--- config.mk ---
export PLATFORM = sky130hd
export DESIGN_NAME = rr_sel_arbiter4
export DESIGN_NICKNAME = d
export VERILOG_FILES = /design/src/rtl/rr_arb_pkg.sv /design/src/rtl/rr_pick4.sv /design/src/rtl/rr_sel_arbiter4.sv
export SDC_FILE = /design/constraint.sdc
export NUM_CORES = 1
export LEC_CHECK = 0
export ABC_AREA = 1
export CAP_MARGIN = 20
export CORE_ASPECT_RATIO = 0.75
export CORE_UTILIZATION = 59
export DETAILED_ROUTE_END_ITERATION = 6
export PLACE_DENSITY = 0.81
export SYNTH_ARGS = -nofsm -noshare
export SYNTH_HDL_FRONTEND = slang
export SYNTH_SLANG_ARGS = --single-unit
--- constraint.sdc ---
create_clock -name clk -period 4.26 [get_ports clk]
set_input_delay 0.426 -clock clk [delete_from_list [all_inputs] [get_ports clk]]
set_output_delay 0.426 -clock clk [all_outputs]
set_load 0.01 [all_outputs]
--- src/rtl/rr_arb_pkg.sv ---
// Shared types and helpers for the 4-way round-robin select arbiter.
package rr_arb_pkg;

    localparam int N_REQ = 4;
    localparam int SEL_W = 2;

    typedef enum logic {
        IDLE = 1'b0,
        OWN  = 1'b1
    } arb_state_t;

    // Binary index to one-hot requester vector.
    function automatic logic [N_REQ-1:0] onehot4(input logic [SEL_W-1:0] s);
        logic [N_REQ-1:0] v;
        v    = '0;
        v[s] = 1'b1;
        return v;
    endfunction

    // One-hot requester vector back to its binary index (0 when empty).
    function automatic logic [SEL_W-1:0] encode4(input logic [N_REQ-1:0] g);
        logic [SEL_W-1:0] r;
        r = '0;
        for (int i = 0; i < N_REQ; i++) begin
            if (g[i]) r = i[SEL_W-1:0];
        end
        return r;
    endfunction

endpackage

--- src/rtl/rr_pick4.sv ---
// Rotating priority encoder: first set candidate at ptr, ptr+1, ptr+2, ptr+3.
module rr_pick4
    import rr_arb_pkg::*;
(
    input  logic [N_REQ-1:0] cand_i,
    input  logic [SEL_W-1:0] ptr_i,
    output logic             found_o,
    output logic [SEL_W-1:0] idx_o
);

    logic [SEL_W-1:0] j;

    // Scan from the farthest offset down so the nearest hit to ptr wins last.
    always_comb begin
        found_o = 1'b0;
        idx_o   = '0;
        j       = '0;
        for (int k = N_REQ-1; k >= 0; k--) begin
            j = ptr_i + k[SEL_W-1:0];
            if (cand_i[j]) begin
                found_o = 1'b1;
                idx_o   = j;
            end
        end
    end

endmodule

--- src/rtl/rr_sel_arbiter4.sv ---
// Round-robin arbiter with hold limit, driving a registered 4:1 mux select.
module rr_sel_arbiter4
    import rr_arb_pkg::*;
#(
    parameter int HOLD_MAX = 8,
    parameter int CNT_W    = 8
) (
    input  logic             clk,
    input  logic             rst,
    input  logic [N_REQ-1:0] req_i,
    output logic [N_REQ-1:0] gnt_o,
    output logic [SEL_W-1:0] sel_o,
    output logic             gnt_valid_o,
    output logic             hold_expired_o
);

    localparam logic [CNT_W-1:0] HOLD_LAST = CNT_W'(HOLD_MAX - 1);

    arb_state_t       state_q, state_d;
    logic [N_REQ-1:0] gnt_q, gnt_d;
    logic [SEL_W-1:0] sel_q, sel_d;
    logic [SEL_W-1:0] ptr_q, ptr_d;
    logic [CNT_W-1:0] cnt_q, cnt_d;
    logic             hexp_q, hexp_d;

    logic [N_REQ-1:0] others;
    logic [N_REQ-1:0] cand;
    logic             released;
    logic             expiring;
    logic             take;
    logic             found;
    logic [SEL_W-1:0] idx;

    // Release beats expiry; expiry only rotates toward a waiting competitor.
    assign others   = req_i & ~onehot4(sel_q);
    assign released = (state_q == OWN) && !req_i[sel_q];
    assign expiring = (state_q == OWN) && !released && (cnt_q == HOLD_LAST) && (|others);
    assign cand     = expiring ? others : req_i;
    assign take     = found && ((state_q == IDLE) || released || expiring);

    rr_pick4 u_pick (
        .cand_i  (cand),
        .ptr_i   (ptr_q),
        .found_o (found),
        .idx_o   (idx)
    );

    // Next-state: new grant, drop to idle, or keep owner and age the hold count.
    always_comb begin
        state_d = state_q;
        gnt_d   = gnt_q;
        sel_d   = sel_q;
        ptr_d   = ptr_q;
        cnt_d   = cnt_q;
        hexp_d  = 1'b0;
        if (take) begin
            state_d = OWN;
            gnt_d   = onehot4(idx);
            sel_d   = idx;
            ptr_d   = idx + SEL_W'(1);
            cnt_d   = '0;
            hexp_d  = expiring;
        end else if (released) begin
            // sel keeps the last owner so the mux stays put while idle
            state_d = IDLE;
            gnt_d   = '0;
        end else if ((state_q == OWN) && (cnt_q != HOLD_LAST)) begin
            cnt_d = cnt_q + CNT_W'(1);
        end
    end

    // State registers; reset drops the grant immediately.
    always_ff @(posedge clk or posedge rst) begin
        if (rst) begin
            state_q <= IDLE;
            gnt_q   <= '0;
            sel_q   <= '0;
            ptr_q   <= '0;
            cnt_q   <= '0;
            hexp_q  <= 1'b0;
        end else begin
            state_q <= state_d;
            gnt_q   <= gnt_d;
            sel_q   <= sel_d;
            ptr_q   <= ptr_d;
            cnt_q   <= cnt_d;
            hexp_q  <= hexp_d;
        end
    end

    assign gnt_o          = gnt_q;
    assign sel_o          = sel_q;
    assign gnt_valid_o    = |gnt_q;
    assign hold_expired_o = hexp_q;

endmodule

Yosys cells after proc, flatten, opt, wreduce, memory -nomap -nowiden --
Index checks and enable logic that the tools add are counted.
Storage, ports and cells: register bits after elaboration 18, latch bits 0, bits in writable memories 0, bits in read-only memories 0, input port bits 6, output and inout port bits 8, word-level logic and storage cells 73, memories kept 0
Operators by class: add/subtract/negate cells 5, $mul 0, divide/modulo/power cells 0, magnitude comparators 8, equal/unequal tests 3, shift-type cells 0, mux-type cells 31, bitwise logic cells 3, reduce and logical (&&, ||, !) cells 17
Operator list (count):
- 8-bit 2-to-1 mux | 3
- 2-bit by 3-bit less-than comparator with 1-bit output (second input constant) | 6
- 1-bit 2-to-1 mux | 14
- 4-bit 2-to-1 mux | 3
- 1-bit binary-select mux with 2-bit select | 5
- 8-bit by 1-bit adder with 8-bit output (second input constant) | 1
- 8-bit by 3-bit equality test with 1-bit output (second input constant) | 1
- 1-bit logical AND | 8
- 2-bit 2-to-1 mux | 4
- 8-bit by 3-bit inequality test with 1-bit output (second input constant) | 1
- 4-bit OR reduction | 2
- 2-bit by 1-bit adder with 2-bit output (second input constant) | 2
- 2-bit adder (second input constant) | 2
- 4-bit AND | 1
- 1-bit demux with 2-bit select | 2
- 2-bit by 1-bit >= comparator with 1-bit output (second input constant) | 2
- 4-bit NOT | 1
- 2-bit nonzero test | 2
- 1-bit zero test | 2
- 1-bit logical OR | 2
- 2-bit by 1-bit inequality test with 1-bit output (second input constant) | 1
- 2-bit AND reduction | 1
- 1-bit NOT | 1

Depth between registers and ports, before layout --
Gate-level depths: netlist (run 1).
word-level depth 20, depth in mapped cells 20

By module --
A second synthesis (run 1) with hierarchy kept.
Unflattened totals: cells, all modules 196, area total of the unflattened synthesis 1307.5 µm²
Modules (own cells, without submodules):
- rr_sel_arbiter4 | instances 1, cells each 150, area an instance 1094.8 µm², sequential area each 450.4 µm²
- rr_pick4 | instances 1, cells each 46, area an instance 212.7 µm², sequential area each 0.0 µm²

Least setup slack after synthesis (run 1) --
No wires, ideal clock.
path type register -> register, start reg cnt_q[1], end reg ptr_q[1], setup time 0.126 ns, arrival 1.974 ns, path slack 2.159 ns, cell stages (with the launch flop) 18, buffers on the path 0, path through dfrtp_1 ha_1 nand2_1 nor3_1 nand2_1 nor2_4 nand2_4 nand2_1 nand3_1 nand3_1 nand2_1 nand2_1 nand2_1 nand2_1 nand2_1 ha_1 nand2_1 o21ai_0
Between the ends: cells in the longest elaborated chain, start to end 11, elaborated cells on any way between the ends 23, classes of those cells add/sub: 1; eq/ne: 1; mux: 17; reduce/logical: 4
Ends and longest elaborated chain:
- from (decl) | line rr_sel_arbiter4.sv:23 | logic [CNT_W-1:0] cnt_q, cnt_d;
- from (signal assigned) | line rr_sel_arbiter4.sv:86 | cnt_q <= cnt_d;
- 8-bit by 3-bit equality test with 1-bit output (*) | line rr_sel_arbiter4.sv:37 | assign expiring = (state_q == OWN) && !released && (cnt_q == HOLD_LAST) && (|others);
- 1-bit logical AND (*) (2 in series) | line rr_sel_arbiter4.sv:37
- 4-bit 2-to-1 mux (*) | line rr_sel_arbiter4.sv:38 | assign cand = expiring ? others : req_i;
- 1-bit binary-select mux with 2-bit select | line rr_pick4.sv:20 | if (cand_i[j]) begin
- 1-bit 2-to-1 mux (not written as such) | line rr_pick4.sv:20
- 2-bit 2-to-1 mux (3 in series) | line rr_pick4.sv:20
- 2-bit 2-to-1 mux (*) | line rr_pick4.sv:20
- named net idx[0] | line rr_sel_arbiter4.sv:32 | logic [SEL_W-1:0] idx;
- 2-bit by 1-bit adder with 2-bit output (*) | line rr_sel_arbiter4.sv:60 | ptr_d = idx + SEL_W'(1);
- to (signal assigned) | line rr_sel_arbiter4.sv:85 | ptr_q <= ptr_d;
- to (decl) | line rr_sel_arbiter4.sv:22 | logic [SEL_W-1:0] ptr_q, ptr_d;
Mark *: on every way through the listed nets, which the timed path passes. The rest lies on a longest branch. The select of a mux whose other input is x is not followed. A chain may end at the register's enable or synchronous reset.

Final worst setup path (run 1) --
start reg cnt_q[0], end reg ptr_q[1]
Same word-level chain as after synthesis.

==> flow_summary.yaml, run 1 <==
synthesis:
  synth_top_cell_by_area: "dfrtp_1"
  synth_top_area_share_pct: 36.3
  syn_inst: 162
  synth.distinct_cells: 26
  avgSynthCellArea_sq_um: 7.66
  synthTopCellsByArea: "dfrtp_1 (36%), nand2_1 (18%), nand3_1 (8.5%)"
  syn_area_sq_um: 1240
  ys_seq_area_share_pct: 36.3
  ys_seq_elements: 18
  ys_warn_count: 0
  syn-num-nets: 173
die:
  rows: 13
  die_h_um: 41.7
  die_x_um: 55.0
  initial_utilization_pct: 66.9
  core_area_sq_um: 1850
  io_pins: 14
  die_area_sq_um: 2290
routing:
  first_pass_iters: 4
  drtIter0Drc: 35
  drc_errors: 0
  drt.antenna.violating_nets: 0
  drt-vias-per-instance: 5.38
  avgRoutedWirePerCell_um: 12.4
  vias: 1070
  drt_wl_total_um: 2470
clock_network:
  cts_buffer_depth: 2
  cts_buffers: 3
  post_cts_buffers: 0
  cts.sinks: 18
  clockRootBuffer: "clkbuf_4"
  hold_buffers: 0
  cts_tree: "built"
  insertion_delay_ns: 0.30
  cts.reportedPaths.clkPinSlew_ns: 0.11
  cts_resized: 0
  htree_num_levels: 1
layout:
  final_area_sq_um: 1410
  drive_above_1_share_pct: 15.8
  num-fill-cells: 143
  nNetsFinal: 189
  antenna_cells: 0
  area.growth.synth_to_final_pct: 13.6
critical_path:
  reg2regPathDepth: 17
  critPathMaxFanout: 6
  slowest_stage: "dfrtp_1"
  path_class: "flip-flop to flip-flop"
  crit_path_frequent_cell: "nand2_1"
  rr_endpoint: "ptr_q[1]"
  arrival_ns: 2.64
  path_buf_inv: 0
  rrSetupSlack_ns: 1.80
  cp.depth: 17
  crit_start: "cnt_q[0]"
  worst_setup_path_start_kind: "flip-flop"
  critPathRequiredTime_ns: 4.44
  path_cells: "ha_1 -> nand2_1 -> nor3_1 -> nand2_1 -> nor2_4 -> nand2_4 -> nand2_1 -> nand3_1 -> nand3_1 -> nand2_1 -> nand2_1 -> nand2_1 -> nand2_1 -> nand2_1 -> ha_1 -> nand2_1 -> o21ai_0"
  cp_slowest_stage_delay_ns: 0.38
  cp-end-kind: "flip-flop"
  crit_path_end: "ptr_q[1]"
  crit_family: "simple AND/OR/NAND/NOR gates"
  r2r-start: "cnt_q[0]"
sta:
  slew_viol_final: 0
  setup_viol: 0
  hold_ws_ns: 0.504
  finClkSkew_ns: 0.00571
  tns_ns: 0
  worst_pin_slew_ns: 0.690
  timing.final.crit_share_pct: 57.6
  relSlewSlack_pct: 53.9
  max_freq_mhz: 407
  rsz0062_at_grt: "false"
  finalCriticalPeriod_ns: 2.46
  hold_viol: 0
global_routing:
  grt_max_degree: 19
  antenna_found_initial: 0
  grt-ovfl-total: 0
  grt_pass1_wl_um: 3970
  track_usage_pct: 23.7
  grt_pass1_vias: 951
placement:
  io_buffer_count: 13
  place_area_sq_um: 1370
  place_hpwl_um: 1900
  gp_congestion: 0.879
pwr:
  vdd_ir_drop_max_uv: 585
  p_per_area_nw_per_um2: 708
  p_leak_nw: 0.721
job:
  maxCapViolations: 0
status:
  status: "completed"
hold_path:
  hold_path_class: "flip-flop to flip-flop"
[flip-flops by register name (all words and copies together), names as in the netlist]
| name | cells |
|---|---|
| state_q | 1 |
| cnt_q | 8 |
| sel_o | 2 |
| gnt_o | 4 |
| ptr_q | 2 |
| hold_expired_o | 1 |
[metrics by stage]
step | setup WS (ns) | std cells | total power, mW | util [%]
6_report | 1.80 | 199 | 0.998 | 76.0
5_1_grt | 1.52 | 199 | 1.10 | 76.0
3_5_place_dp | 1.57 | 195 | 0.889 | 74.1
3_3_place_gp | 1.66 | 195 | 0.867 | 74.1
4_1_cts | 1.80 | 199 | 1.01 | 76.0
2_1_floorplan | 2.16 | 162 | 0.767 | -
[how the worst min path moves through the flow]
stage	from	end	slack [ns]	cells after the start
floorplan	rst	cnt_q[0]	0.36	1
global placement	gnt_o[3]	gnt_o[3]	0.48	2
detailed placement	gnt_o[0]	gnt_o[0]	0.48	2
CTS	gnt_o[3]	gnt_o[3]	0.51	2
global route	gnt_o[0]	gnt_o[0]	0.54	2
finish	gnt_o[3]	gnt_o[3]	0.50	2
[area by class of cell]
cell class                      count  area [sq um]  area share (%)
Clock buffer                        4          36.3            2.57
Inverter                           17          66.3            4.70
Multi-Input combinational cell    125           699            49.6
Sequential cell                    18           450            31.9
Tap cell                           22          27.5            1.95
Timing Repair Buffer               13           130            9.23
[tightest hold or removal path, cell delays in order (launching register included)]
cell	delay, ns
dfrtp_1	0.37
nand2_1	0.06
nand2_1	0.05
[Yosys cell counts]
cell	instances
nand3_1	21
or4_1	1
inv_2	2
nor3_4	2
a22oi_2	1
a21oi_2	1
nor2_4	3
nand2_2	3
a21oi_1	3
o21ai_1	1
nor2_1	5
nor3_1	3
inv_4	1
nor2_2	7
nand4_4	1
buf_2	1
inv_1	14
nand2_4	2
dfrtp_1	18
xnor2_1	4
ha_1	5
buf_12	1
nand2_1	59
xor2_1	1
or2_2	1
o21ai_0	1
[placed cells by master, fill, tap and decap left out]
master	netlist	layout
nand2_1	59	59
a22oi_2	1	1
xnor2_1	4	4
nor3_1	3	3
nand2_2	3	3
or2_2	1	1
a21oi_1	3	3
clkbuf_8	0	1
o21ai_1	1	1
nand3_1	21	21
a21oi_2	1	1
nor2_4	3	3
ha_1	5	5
inv_4	1	1
nor2_1	5	5
nor2_2	7	7
inv_1	14	14
nor3_4	2	2
o21ai_0	1	1
xor2_1	1	1
clkdlybuf4s50_1	0	13
inv_2	2	2
clkbuf_4	0	3
nand2_4	2	2
or4_1	1	1
nand4_4	1	1
dfrtp_1	18	18
[metal layers]
metal / vias to the layer above / GRT usage (%) / part of all wire, %
met2: 38 / 37.1 / 44
met4: 0 / 1.50 / 0
met3: 0 / 8.06 / 6.5
met1: 490 / 32.9 / 50
met5: - / 0 / 0
li1: 542 / - / -
[kinds of logic after synthesis]
family	Yosys count	share of synthesized area (%)
flops	18	36.3
fa+ha+maj	5	5.04
simple gates	108	44.1
xor+xnor	5	3.53
buf+inv	19	7.36
compound gates	7	3.73
[power breakdown]
part	leakage, nW	internal, mW	switching (mW)
Sequential	0.235	0.215	0.0549
Clock	0.0210	0.0522	0.0550
Combinational	0.465	0.230	0.390
Total	0.721	0.497	0.500
No activity file was read; power rests on OpenSTA's default activity.
==> run 2: changes to the inputs <==
--- a/config.mk
+++ b/config.mk
@@ -8,9 +8,9 @@
 export ABC_AREA = 1
 export CAP_MARGIN = 20
 export CORE_ASPECT_RATIO = 0.75
-export CORE_UTILIZATION = 59
+export CORE_UTILIZATION = 55
 export DETAILED_ROUTE_END_ITERATION = 6
-export PLACE_DENSITY = 0.81
+export PLACE_DENSITY = 0.76
 export SYNTH_ARGS = -nofsm -noshare
 export SYNTH_HDL_FRONTEND = slang
 export SYNTH_SLANG_ARGS = --single-unit
==> constraint.sdc (replaced) <==
create_clock -name clk -period 2.5 [get_ports clk]
set_input_delay 0.25 -clock clk [delete_from_list [all_inputs] [get_ports clk]]
set_output_delay 0.25 -clock clk [all_outputs]
set_load 0.01 [all_outputs]
==> flow_summary.yaml, run 2 (synthesized netlist as in run 1, its figures left out) <==
status:
  status: "finished with violations"
  failed_checks: "design-rule violations"
layout:
  mostFrequentLayoutCells: "nand2_1 (48), dfrtp_1 (16), nand3_2 (14)"
  nNetsFinal: 196
  final_common_cell: "nand2_1"
  multi_input_area_sq_um: 833
  layout.cells.non_filler: 208
  seq_area_sq_um: 453
  num-fill-cells: 155
  largest_register_ffs: 8
  area.growth.synth_to_final_pct: 29.3
  antenna_cells: 0
  drive_above_1_share_pct: 36.4
  regMostFlops: "cnt_q"
  utilization_pct: 77.7
critical_path:
  cp_slowest_stage_delay_ns: 0.40
  path_class: "flip-flop to flip-flop"
  slowest_stage: "dfrtp_1"
  crit_path_frequent_cell: "nand2_1"
  path_cells: "ha_2 -> nand2_1 -> nor3_2 -> nand2_2 -> nor2_4 -> nand2_4 -> nand2_2 -> nand3_2 -> nand3_2 -> nand2_1 -> nand2_1 -> nand2_1 -> nand2_2 -> nand2_2 -> ha_1 -> nand2_1 -> o21ai_0"
  arrival_ns: 2.60
  worst_setup_path_start_kind: "flip-flop"
  rrSetupSlack_ns: 0.09
  cp-end-kind: "flip-flop"
  critPathMaxFanout: 6
  reg2regPathDepth: 17
  critPathRequiredTime_ns: 2.68
pwr:
  pwr-share-comb_pct: 65.4
  p_int_mw: 0.959
  p_per_area_nw_per_um2: 1220
  vdd_ir_drop_max_uv: 888
  p_clk_share_pct: 9.5
  p_leak_nw: 0.788
  power.switching_mw: 0.995
  swShare_pct: 50.9
  seqPwrFrac_pct: 25.1
global_routing:
  antenna_found_initial: 0
  grt_max_degree: 19
  grt_pass1_vias: 1027
  track_usage_pct: 23.4
  grt_pass1_wl_um: 4440
  met1_usage_pct: 34.3
  gr-usage-met3_pct: 5.49
  grt-ovfl-total: 0
  met2_usage_pct: 35.7
  busiest_layer: "met2"
clock_network:
  insertion_delay_ns: 0.30
  cts.reportedPaths.clkPinSlew_ns: 0.11
  cts_tree: "built"
  clockRootBuffer: "clkbuf_4"
  cts_buffer_depth: 2
  cts.sinks: 18
  cts_buffers: 3
  htree_num_levels: 1
routing:
  drc_errors: 4
  vias: 1161
  drt_wl_total_um: 3120
  drt.antenna.violating_nets: 0
  first_pass_iters: 6
  drtIter0Drc: 39
  avgRoutedWirePerCell_um: 15.0
  drt-vias-per-instance: 5.58
sta:
  relSlewSlack_pct: 53.0
  finalCriticalPeriod_ns: 2.41
  setup_viol: 0
  fin_ws_ns: 0.0879
  hold_ws_ns: 0.360
  finClkSkew_ns: 0.00247
  timing.final.crit_share_pct: 96.5
  tns_ns: 0
  hold_viol: 0
  worst_pin_slew_ns: 0.704
  slew_viol_final: 0
  max_freq_mhz: 415
die:
  die_area_sq_um: 2450
  die_x_um: 56.9
  rows: 14
  io_pins: 14
  die_h_um: 43.1
  core_area_sq_um: 2070
  initial_utilization_pct: 60.0
hold_path:
  hold_path_class: "primary input to asynchronous set/reset pin"
placement:
  io_buffer_count: 13
  gp_congestion: 0.846
  dp_slack_ns: -0.0460
  dp_cells: 198
  place_hpwl_um: 1910
job:
  maxCapViolations: 0
-- run 2: layout make-up --
class | count | area share [%]
sequential | 18 | 28.2
timing repair buffer | 20 | 11.6
tap | 24 | 1.87
multi-input combinational | 125 | 51.9
inverter | 17 | 4.13
clock buffer | 4 | 2.26
-- run 2: final timing paths --
check	start	endpoint
worst max-delay path	cnt_q[1]	ptr_q[1]
worst min-delay path	rst	cnt_q[7]
worst max register to register	cnt_q[1]	ptr_q[1]
worst min register to register	gnt_o[0]	gnt_o[0]
max in group asynchronous	rst	sel_o[1]
min in group clk	gnt_o[0]	gnt_o[0]
-- run 2: worst max-delay path, delay by kind of cell (launching register included) --
kind | cells | cell delay, ns
AND/OR/NAND/NOR | 14 | 1.34
flip-flops | 1 | 0.40
adder cells (fa/ha/maj) | 2 | 0.47
AO/OA/AOI/OAI | 1 | 0.07
-- run 2: stage by stage --
stage / total power, mW / instance area, sq um
2_1_floorplan: 1.31 / 1240
5_1_grt: 2.14 / 1610
3_3_place_gp: 1.48 / 1380
3_5_place_dp: 1.52 / 1380
4_1_cts: 1.71 / 1420
6_report: 1.95 / 1610
-- run 2: metal layers --
| metal | wire length (um) | part of all wire (%) | up-vias |
|---|---|---|---|
| met5 | 0 | 0 | - |
| met4 | 28 | 0.90 | 0 |
| met3 | 188 | 6.0 | 4 |
| met2 | 1540 | 49 | 41 |
| met1 | 1370 | 44 | 561 |
| li1 | - | - | 555 |
-- run 2: power groups by stage --
stage	clock network (mW)	logic (mW)	registers (mW)
final	0.185	1.28	0.490
after global routing	0.198	1.44	0.498
after CTS	0.184	1.06	0.460
after detailed placement	0	1.06	0.464
after global placement	0	1.02	0.461
after floorplan	0	0.864	0.444
-- run 2: timing repair --
item	4_1_cts	5_1_grt
gates resized for setup	0	36
hold buffers	0	0
setup endpoints to repair	0	5
buffers inserted	0	6
